<file path="src/rtl/pipe_pkg.sv">
// Shared definitions for the pipeline control slice: stage indices,
// stall bus width, redirect PC width and the redirect-request record.
package pipe_pkg;

  localparam int unsigned PC_IDX  = 0;
  localparam int unsigned IF_IDX  = 1;
  localparam int unsigned ID_IDX  = 2;
  localparam int unsigned EX_IDX  = 3;
  localparam int unsigned MEM_IDX = 4;
  localparam int unsigned WB_IDX  = 5;

  localparam int unsigned STALL_BUS_W = 6;
  localparam int unsigned PC_W        = 32;

  typedef struct packed {
    logic            valid;
    logic [PC_W-1:0] pc;
  } redirect_t;

endpackage

</file>
<file path="src/rtl/pipe_ctrl_if.sv">
// Pipeline <-> controller signal bundle. The pipeline side (master) raises
// requests; the controller side (slave) returns stall/bubble/flush.
interface pipe_ctrl_if #(
  parameter int unsigned STAGES = pipe_pkg::STALL_BUS_W,
  parameter int unsigned PC_W   = pipe_pkg::PC_W
);

  logic [STAGES-1:0] stallreq;
  logic              load_use;
  logic              flush_req;
  logic [PC_W-1:0]   flush_pc;
  logic [STAGES-1:0] stall;
  logic [STAGES-1:0] bubble;
  logic              flush;
  logic [PC_W-1:0]   new_pc;
  logic              busy;
  logic [31:0]       perf_stall_cnt;
  logic [31:0]       perf_flush_cnt;

  modport master (
    output stallreq, load_use, flush_req, flush_pc,
    input  stall, bubble, flush, new_pc, busy, perf_stall_cnt, perf_flush_cnt
  );

  modport slave (
    input  stallreq, load_use, flush_req, flush_pc,
    output stall, bubble, flush, new_pc, busy, perf_stall_cnt, perf_flush_cnt
  );

endinterface

</file>
<file path="src/rtl/pipe_ctrl_ldu_timer.sv">
// Load-use hold timer: a load restarts the down counter at LOAD_LAT-1,
// clr wins over load, and active reports a nonzero count.
module ldu_timer #(
  parameter int unsigned LOAD_LAT = 1
) (
  input  logic clk,
  input  logic rst,
  input  logic load,
  input  logic clr,
  output logic active
);

  localparam int unsigned CNT_W = $clog2(LOAD_LAT) + 1;

  logic [CNT_W-1:0] ld_cnt_q;
  logic [CNT_W-1:0] ld_cnt_d;

  // Next count: clear, restart (no accumulation) or count down to zero
  always_comb begin
    ld_cnt_d = ld_cnt_q;
    if (clr) begin
      ld_cnt_d = '0;
    end else if (load) begin
      ld_cnt_d = CNT_W'(LOAD_LAT - 1);
    end else if (ld_cnt_q != '0) begin
      ld_cnt_d = ld_cnt_q - CNT_W'(1);
    end
  end

  // Counter register, discarded immediately on reset
  always_ff @(posedge clk or posedge rst) begin
    if (rst) begin
      ld_cnt_q <= '0;
    end else begin
      ld_cnt_q <= ld_cnt_d;
    end
  end

  assign active = (ld_cnt_q != '0);

endmodule

</file>
<file path="src/rtl/pipe_ctrl.sv">
// Pipeline control unit: per-stage stall bus with bubble insertion,
// multi-cycle load-use hold and flush deferred until stages above
// FLUSH_IDX have drained. Optional performance counters are built when
// PIPE_CTRL_PERF_EN is defined; otherwise both counter ports read 0.
module pipe_ctrl
  import pipe_pkg::redirect_t;
#(
  parameter int unsigned STAGES    = pipe_pkg::STALL_BUS_W,
  parameter int unsigned ID_IDX    = pipe_pkg::ID_IDX,
  parameter int unsigned FLUSH_IDX = pipe_pkg::EX_IDX,
  parameter int unsigned LOAD_LAT  = 1,
  parameter int unsigned PC_W      = pipe_pkg::PC_W
) (
  input  logic        clk,
  input  logic        rst,
  pipe_ctrl_if.slave  bus
);

  localparam int unsigned PKG_PC_W = pipe_pkg::PC_W;

  logic              flush_q;
  logic              flush_d;
  logic [PC_W-1:0]   new_pc_q;
  logic [PC_W-1:0]   new_pc_d;
  redirect_t         pend_q;
  redirect_t         pend_d;

  logic              ld_active;
  logic              drain_ok;
  logic [STAGES-1:0] req;
  logic [STAGES-1:0] stall_c;
  logic [STAGES-1:0] bubble_c;

  // Flush in flight (being scheduled or on the bus) wipes the timer;
  // a load_use seen during the flush cycle is dropped.
  ldu_timer #(
    .LOAD_LAT (LOAD_LAT)
  ) u_ldu_timer (
    .clk    (clk),
    .rst    (rst),
    .load   (bus.load_use & ~flush_q),
    .clr    (flush_d | flush_q),
    .active (ld_active)
  );

  // Stall every stage up to the highest requester, bubble the one above it
  always_comb begin
    req = bus.stallreq;
    if (bus.load_use || ld_active) begin
      req[ID_IDX] = 1'b1;
    end
    stall_c = '0;
    if (!flush_q) begin
      for (int unsigned i = 0; i < STAGES; i++) begin
        if (req[i]) begin
          stall_c = {STAGES{1'b1}} >> (STAGES - 1 - i);
        end
      end
    end
    bubble_c = (stall_c << 1) & ~stall_c;
  end

  // Stages above the flushing stage must be free of stall requests
  always_comb begin
    drain_ok = 1'b1;
    for (int unsigned i = 0; i < STAGES; i++) begin
      if (i > FLUSH_IDX && bus.stallreq[i]) begin
        drain_ok = 1'b0;
      end
    end
  end

  // Flush scheduling: a pending request always wins over a new one
  always_comb begin
    flush_d  = 1'b0;
    new_pc_d = new_pc_q;
    pend_d   = pend_q;
    if (pend_q.valid) begin
      if (drain_ok) begin
        flush_d      = 1'b1;
        new_pc_d     = PC_W'(pend_q.pc);
        pend_d.valid = 1'b0;
      end
    end else if (bus.flush_req) begin
      if (drain_ok) begin
        flush_d  = 1'b1;
        new_pc_d = bus.flush_pc;
      end else begin
        pend_d.valid = 1'b1;
        pend_d.pc    = PKG_PC_W'(bus.flush_pc);
      end
    end
  end

  // Flush pulse, redirect PC and pending request registers
  always_ff @(posedge clk or posedge rst) begin
    if (rst) begin
      flush_q  <= 1'b0;
      new_pc_q <= '0;
      pend_q   <= '0;
    end else begin
      flush_q  <= flush_d;
      new_pc_q <= new_pc_d;
      pend_q   <= pend_d;
    end
  end

  assign bus.stall  = stall_c;
  assign bus.bubble = bubble_c;
  assign bus.flush  = flush_q;
  assign bus.new_pc = new_pc_q;
  assign bus.busy   = pend_q.valid | ld_active;

`ifdef PIPE_CTRL_PERF_EN
  logic [31:0] perf_stall_cnt_q;
  logic [31:0] perf_stall_cnt_d;
  logic [31:0] perf_flush_cnt_q;
  logic [31:0] perf_flush_cnt_d;

  // Free-running event counters, wrapping at 2^32
  always_comb begin
    perf_stall_cnt_d = perf_stall_cnt_q + 32'(stall_c[0]);
    perf_flush_cnt_d = perf_flush_cnt_q + 32'(flush_q);
  end

  // Counter registers
  always_ff @(posedge clk or posedge rst) begin
    if (rst) begin
      perf_stall_cnt_q <= '0;
      perf_flush_cnt_q <= '0;
    end else begin
      perf_stall_cnt_q <= perf_stall_cnt_d;
      perf_flush_cnt_q <= perf_flush_cnt_d;
    end
  end

  assign bus.perf_stall_cnt = perf_stall_cnt_q;
  assign bus.perf_flush_cnt = perf_flush_cnt_q;
`else
  assign bus.perf_stall_cnt = '0;
  assign bus.perf_flush_cnt = '0;
`endif

endmodule

</file>
<file path="src/flat_wrapper.sv">
// flat-port wrapper written by rule: the top's interface ports become plain ports
module pipe_ctrl_flat import pipe_pkg::redirect_t;
#(
  parameter int unsigned STAGES    = pipe_pkg::STALL_BUS_W,
  parameter int unsigned ID_IDX    = pipe_pkg::ID_IDX,
  parameter int unsigned FLUSH_IDX = pipe_pkg::EX_IDX,
  parameter int unsigned LOAD_LAT  = 1,
  parameter int unsigned PC_W      = pipe_pkg::PC_W
)
  (clk, rst, bus_stallreq, bus_load_use, bus_flush_req, bus_flush_pc, bus_stall, bus_bubble, bus_flush, bus_new_pc, bus_busy, bus_perf_stall_cnt, bus_perf_flush_cnt);
  pipe_ctrl_if #(.STAGES(STAGES), .PC_W(PC_W)) bus_i ();
  input  logic clk;
  input  logic rst;
  input wire logic [$bits(bus_i.stallreq)-1:0] bus_stallreq;
  input wire logic [$bits(bus_i.load_use)-1:0] bus_load_use;
  input wire logic [$bits(bus_i.flush_req)-1:0] bus_flush_req;
  input wire logic [$bits(bus_i.flush_pc)-1:0] bus_flush_pc;
  output wire logic [$bits(bus_i.stall)-1:0] bus_stall;
  output wire logic [$bits(bus_i.bubble)-1:0] bus_bubble;
  output wire logic [$bits(bus_i.flush)-1:0] bus_flush;
  output wire logic [$bits(bus_i.new_pc)-1:0] bus_new_pc;
  output wire logic [$bits(bus_i.busy)-1:0] bus_busy;
  output wire logic [$bits(bus_i.perf_stall_cnt)-1:0] bus_perf_stall_cnt;
  output wire logic [$bits(bus_i.perf_flush_cnt)-1:0] bus_perf_flush_cnt;
  assign bus_i.stallreq = bus_stallreq;
  assign bus_i.load_use = bus_load_use;
  assign bus_i.flush_req = bus_flush_req;
  assign bus_i.flush_pc = bus_flush_pc;
  assign bus_stall = bus_i.stall;
  assign bus_bubble = bus_i.bubble;
  assign bus_flush = bus_i.flush;
  assign bus_new_pc = bus_i.new_pc;
  assign bus_busy = bus_i.busy;
  assign bus_perf_stall_cnt = bus_i.perf_stall_cnt;
  assign bus_perf_flush_cnt = bus_i.perf_flush_cnt;
  pipe_ctrl #(.STAGES(STAGES), .ID_IDX(ID_IDX), .FLUSH_IDX(FLUSH_IDX), .LOAD_LAT(LOAD_LAT), .PC_W(PC_W)) u_core (.clk(clk), .rst(rst), .bus(bus_i));
endmodule
</file>
<file path="config.mk">
export PLATFORM = sky130hd
export DESIGN_NAME = pipe_ctrl_flat
export DESIGN_NICKNAME = d
export VERILOG_FILES = /design/src/rtl/pipe_pkg.sv /design/src/rtl/pipe_ctrl_if.sv /design/src/rtl/pipe_ctrl_ldu_timer.sv /design/src/rtl/pipe_ctrl.sv /design/src/flat_wrapper.sv
export SDC_FILE = /design/constraint.sdc
export NUM_CORES = 1
export LEC_CHECK = 0
export ABC_AREA = 1
export BUFFER_PORTS_ARGS = -buffer_cell sky130_fd_sc_hd__buf_2
export CAP_MARGIN = 0
export CORE_UTILIZATION = 40
export CTS_CLUSTER_SIZE = 40
export DETAILED_ROUTE_END_ITERATION = 6
export GPL_TIMING_DRIVEN = 1
export PLACE_DENSITY = 0.69
export SYNTH_ARGS = -nofsm -noshare
export SYNTH_HDL_FRONTEND = slang
export SYNTH_SLANG_ARGS = --single-unit
</file>
<file path="constraint.sdc">
create_clock -name clk -period 4.2 [get_ports clk]
set_input_delay 0.84 -clock clk [delete_from_list [all_inputs] [get_ports clk]]
set_output_delay 0.84 -clock clk [all_outputs]
set_load 0.01 [all_outputs]
</file>
After elaboration in Yosys (flattened, before gate mapping)
Cells that the tools add are included.

storage, ports and cells
  flip-flop bits (word level) = 67
  logic and storage cells = 42

cells by class
  add/sub/neg operators = 1
  mux-type cells = 24
  bitwise operators = 8
  reductions and logical operators = 4

operator list
  kind                                     number
  2-to-1 mux 32 bit                        4
  2-to-1 mux 33 bit                        2
  2-to-1 mux 1 bit                         12
  2-to-1 mux 6 bit                         2
  AND 6 bit                                1
  NOT 6 bit                                1
  2-to-1 mux 5 bit                         1
  2-to-1 mux 4 bit                         1
  2-to-1 mux 3 bit                         1
  NOT 1 bit                                3
  AND reduction 3 bit                      1
  2-to-1 mux 2 bit                         1
  OR 1 bit                                 2
  AND reduction 2 bit                      1
  nonzero test 2 bit                       1
  AND 1 bit                                1
  logical OR 1 bit                         1
  subtractor 1 bit, second input constant  1

Depth between registers and ports, before layout
  depth after elaboration = 9
  depth in mapped cells = 7

Modules after synthesis
From an unflattened synthesis, not the netlist that was laid out.

second synthesis, totals
  cell total of the unflattened synthesis = 448
  area total of the unflattened synthesis = 3,512.1 um^2

by module, submodules not included
  module     instances  cells each  area an instance (um^2)  sequential area each (um^2)
  pipe_ctrl  1          446         3,500.9                  1,651.6
  ldu_timer  1          2           11.3                     0.0

Least setup slack after synthesis
Ideal clock, no wire load.

  path type = input to output
  start point = input port bus_stallreq[5]
  end point = output port bus_bubble[1]
  arrival = 1,579 ps
  data required time = 3,360 ps
  setup slack = 1,781 ps
  stages = 5
  buffers on the path = 0
  path through = nor2_1 -> nand3_1 -> nand2_1 -> nand2_1 -> nor2_1

between the ends
  longest elaborated chain between the ends = 4

RTL lines
  element                 RTL line            RTL
  from (decl)             flat_wrapper.sv:14  input wire logic [$bits(bus_i.stallreq)-1:0] bus_stallreq;
  2-to-1 mux 6 bit        pipe_ctrl.sv:55     if (req[i]) begin
  2-to-1 mux 6 bit        pipe_ctrl.sv:53     if (!flush_q) begin
  named net bus_stall[1]  flat_wrapper.sv:18  output wire logic [$bits(bus_i.stall)-1:0] bus_stall;
  NOT 6 bit               pipe_ctrl.sv:60     bubble_c = (stall_c << 1) & ~stall_c;
  AND 6 bit               pipe_ctrl.sv:60
  to (decl)               flat_wrapper.sv:19  output wire logic [$bits(bus_i.bubble)-1:0] bus_bubble;

The timed path passes the listed nets, and every way through them passes these cells.

Final worst setup path
  start point = input port bus_stallreq[5]
  end point = output port bus_bubble[1]

between the ends
  longest elaborated chain between the ends = 4

RTL lines
  element             RTL line
  2-to-1 mux 6 bit *  pipe_ctrl.sv:55
  2-to-1 mux 6 bit *  pipe_ctrl.sv:53
  NOT 6 bit           pipe_ctrl.sv:60
  AND 6 bit *         pipe_ctrl.sv:60

Mark *: on every way between the ends. The rest lies on a longest branch, timed or not.

==> run_results.csv <==
group,metric,value,unit
sta,clock_skew,0.008772,ns
power,p_comb_share,21.3,%
worst_setup_path,crit_path_start_kind,"input port",
cells_and_area,utilization,46.56,%
power,p_int,1.322,mW
worst_setup_path,critPathRequiredTime,3.36,ns
sta,rsz0062_at_grt,"no",
cells_and_area,fin_area,0.004060,sq mm
detailed_routing,ant_nets,0,
die,die_area,0.009405,sq mm
sta,worst_pin_slew,0.9726,ns
global_route,grt_pass1_vias,2438,
die,die-width,96.98,microns
cells_and_area,finalNetCount,557,
global_route,antenna_found_initial,0,
die,num_rows,34,
power,p_leak,2.257,nW
global_route,grt_overflow,0,
sta,min_period,2.619,ns
worst_setup_path,cp.arrival,1.78,ns
global_route,grt_pass1_wl,10930,microns
detailed_routing,dr.pass1.iters,4,
clock_tree,clk_path_buf_depth,2,
yosys,syn_avg_cell_area,8.257,sq um
yosys,synth_top_family_by_area,"buffers and inverters",
clock_tree,cts_tree,"done",
power,pwr-share-seq,44.8,%
clock_tree,cts.sink_count,66,
sta,layout_setup_ws,1.581,ns
power,p_clk_share,33.9,%
global_route,grt_usage,14.27,%
die,ios,152,
clock_tree,cts-hold-fix-buffers,0,
yosys,synthAdderAreaFrac,0,%
detailed_routing,drtIter0Drc,47,
power,powerDensity,463.1,mW/mm^2
die,initial_core_util,41.38,%
yosys,synth_seq_cells,66,
power,ir_drop,0.0001793,V
cells_and_area,multi_input_area,0.001296,sq mm
detailed_routing,wl_per_cell,9.898,microns
clock_tree,cts-buffers-inserted,9,
detailed_routing,avgViaCountPerCell,4.210,
clock_tree,ctsResizeCount,0,
placed_design,dp_hpwl,4339,microns
worst_setup_path,crit_path_max_fanout,5,
yosys,yosys_warnings,0,
sta,hold_slack,0.4857,ns
placed_design,post-place-ws,1.583,ns
sta,relSlewSlack,35.06,%
worst_setup_path,cp-end-kind,"output pin",
global_route,grt_max_degree,67,
sta,tns,0,ns
power,power.switching,0.5582,mW
sta,slew_viol_final,0,
clock_tree,cts_root_buf,"clkbuf_8",
cells_and_area,fillCellCount,856,
yosys,synthesis.area,0.003608,sq mm
run_status,status,"completed",
yosys,synth-xor-area-share,0,%
sta,hold_viol,0,
power,p_sw_share,29.69,%
yosys,synth-compound-area-share,16.85,%
sta,clock.fmax,0.3818,GHz
clock_tree,h-tree-depth,3,
placed_design,dp.cells,612,
worst_setup_path,critPathKind,"input port to output pin",
detailed_routing,wirelength,6216,microns
yosys,syn-instance-count,437,
cells_and_area,num_antenna_cells,0,
flow_run,maxCapViolations,0,
die,core_area,0.008721,sq mm
placed_design,placed_area,0.003819,sq mm
yosys,ys_types,21,
power,total_power,1.880,mW
cells_and_area,finalNonFillerCells,628,
die,die_y,96.98,microns
yosys,synthMuxAreaShare,0,%
min_path,hp-class,"flip-flop to flip-flop",
cells_and_area,final_layout_size_suffix_gt1_share,26.35,%
clock_tree,clk_pin_slew,0.07,ns
placed_design,gp_congestion,0.7563,
detailed_routing,drc_errors,0,
clock_tree,cts_setup_buffers,0,
yosys,yosys.area_share.simple,12.31,%
clock_tree,clkLatencyLatePin,0.33,ns
yosys,yosysSeqAreaShare,45.77,%
sta,post-route-period-util,62.37,%
placed_design,io_buffers,86,
cells_and_area,seq_area,0.001653,sq mm
cells_and_area,area_growth,12.52,%
sta,setup_violations,0,
detailed_routing,num_vias,2644,
==> registers in the layout, summed over array words and instances, names as in the netlist <==
signal and cells:
u_core.bus.flush 1, u_core.bus.new_pc 32, u_core.pend_q 33
==> power groups by stage <==
stage               combinational [mW]  clock, mW  sequential, mW
finish                           0.400      0.637           0.843
global route                     0.464      0.682           0.864
CTS                              0.409      0.660           0.845
detailed placement               0.406          0           0.856
global placement                 0.397          0           0.847
floorplan                        0.308          0           0.866
==> final timing paths <==
| check | from | end | slack [ns] | cells past startpoint |
|---|---|---|---|---|
| max | bus_stallreq[5] | bus_bubble[1] | 1.58 | 7 |
| min | u_core.pend_q[30]$_DFFE_PP0P_ | u_core.pend_q[30]$_DFFE_PP0P_ | 0.49 | 2 |
| max reg2reg | u_core.pend_q[32]$_DFF_PP0_ | u_core.bus.new_pc[27]$_DFFE_PP0P_ | 1.73 | 4 |
| min reg2reg | u_core.pend_q[30]$_DFFE_PP0P_ | u_core.pend_q[30]$_DFFE_PP0P_ | 0.49 | 2 |
| max in group asynchronous | rst | u_core.pend_q[32]$_DFF_PP0_ | 2.62 | 3 |
| min in group asynchronous | rst | u_core.pend_q[14]$_DFFE_PP0P_ | 0.73 | 2 |
==> cell type report <==
| cell class | instances | area share [%] |
|---|---|---|
| Sequential cell | 66 | 40.71 |
| Multi-Input combinational cell | 277 | 31.93 |
| Timing Repair Buffer | 88 | 11.28 |
| Inverter | 73 | 6.810 |
| Tap cell | 108 | 3.328 |
| Clock buffer | 9 | 3.051 |
| Clock inverter | 7 | 2.897 |
==> synth_stat cells (all sizes together) <==
cell      n  area share (%)
o21ai    96              16
nor2      7            0.73
a21oi     3            0.73
nand3     3            0.76
nor3      1            0.14
conb      1            0.10
nand2   102              11
dfrtp    66              46
inv      73             7.7
clkbuf    7            0.87
buf      78              16
==> cell usage in the layout (no fill, tap or decap), types with 3 or more instances in the layout <==
cell type	count
nor2_1	7
dfrtp_1	65
nand2_1	101
bufinv_16	3
o21ai_0	68
o21ai_2	27
conb_1	65
inv_1	71
buf_2	86
clkbuf_8	9
==> cells by family (layout without fill, tap and decap cells) <==
family          after synthesis  in the layout
buf+inv                     158            177
simple gates                113            113
compound gates               99             99
flops                        66             66
other cells                   1             65
==> routing by layer <==
| metal | vias to the layer above | global-route usage, % | part of all wire [%] |
|---|---|---|---|
| met2 | 96 | 23.89 | 48 |
| met3 | 10 | 3.902 | 6.0 |
| met4 | 0 | 5.855 | 1.4 |
| met1 | 1181 | 17.33 | 45 |
| met5 | - | 0 | 0 |
| li1 | 1357 | - | - |
==> worst max-delay path: stages <==
cell and delay [ns]:
buf_2 0.11, nor2_1 0.25, nand3_1 0.14, nand2_1 0.14, nand2_1 0.08, nor2_1 0.08, buf_2 0.13
No activity file was read; power rests on OpenSTA's default activity.
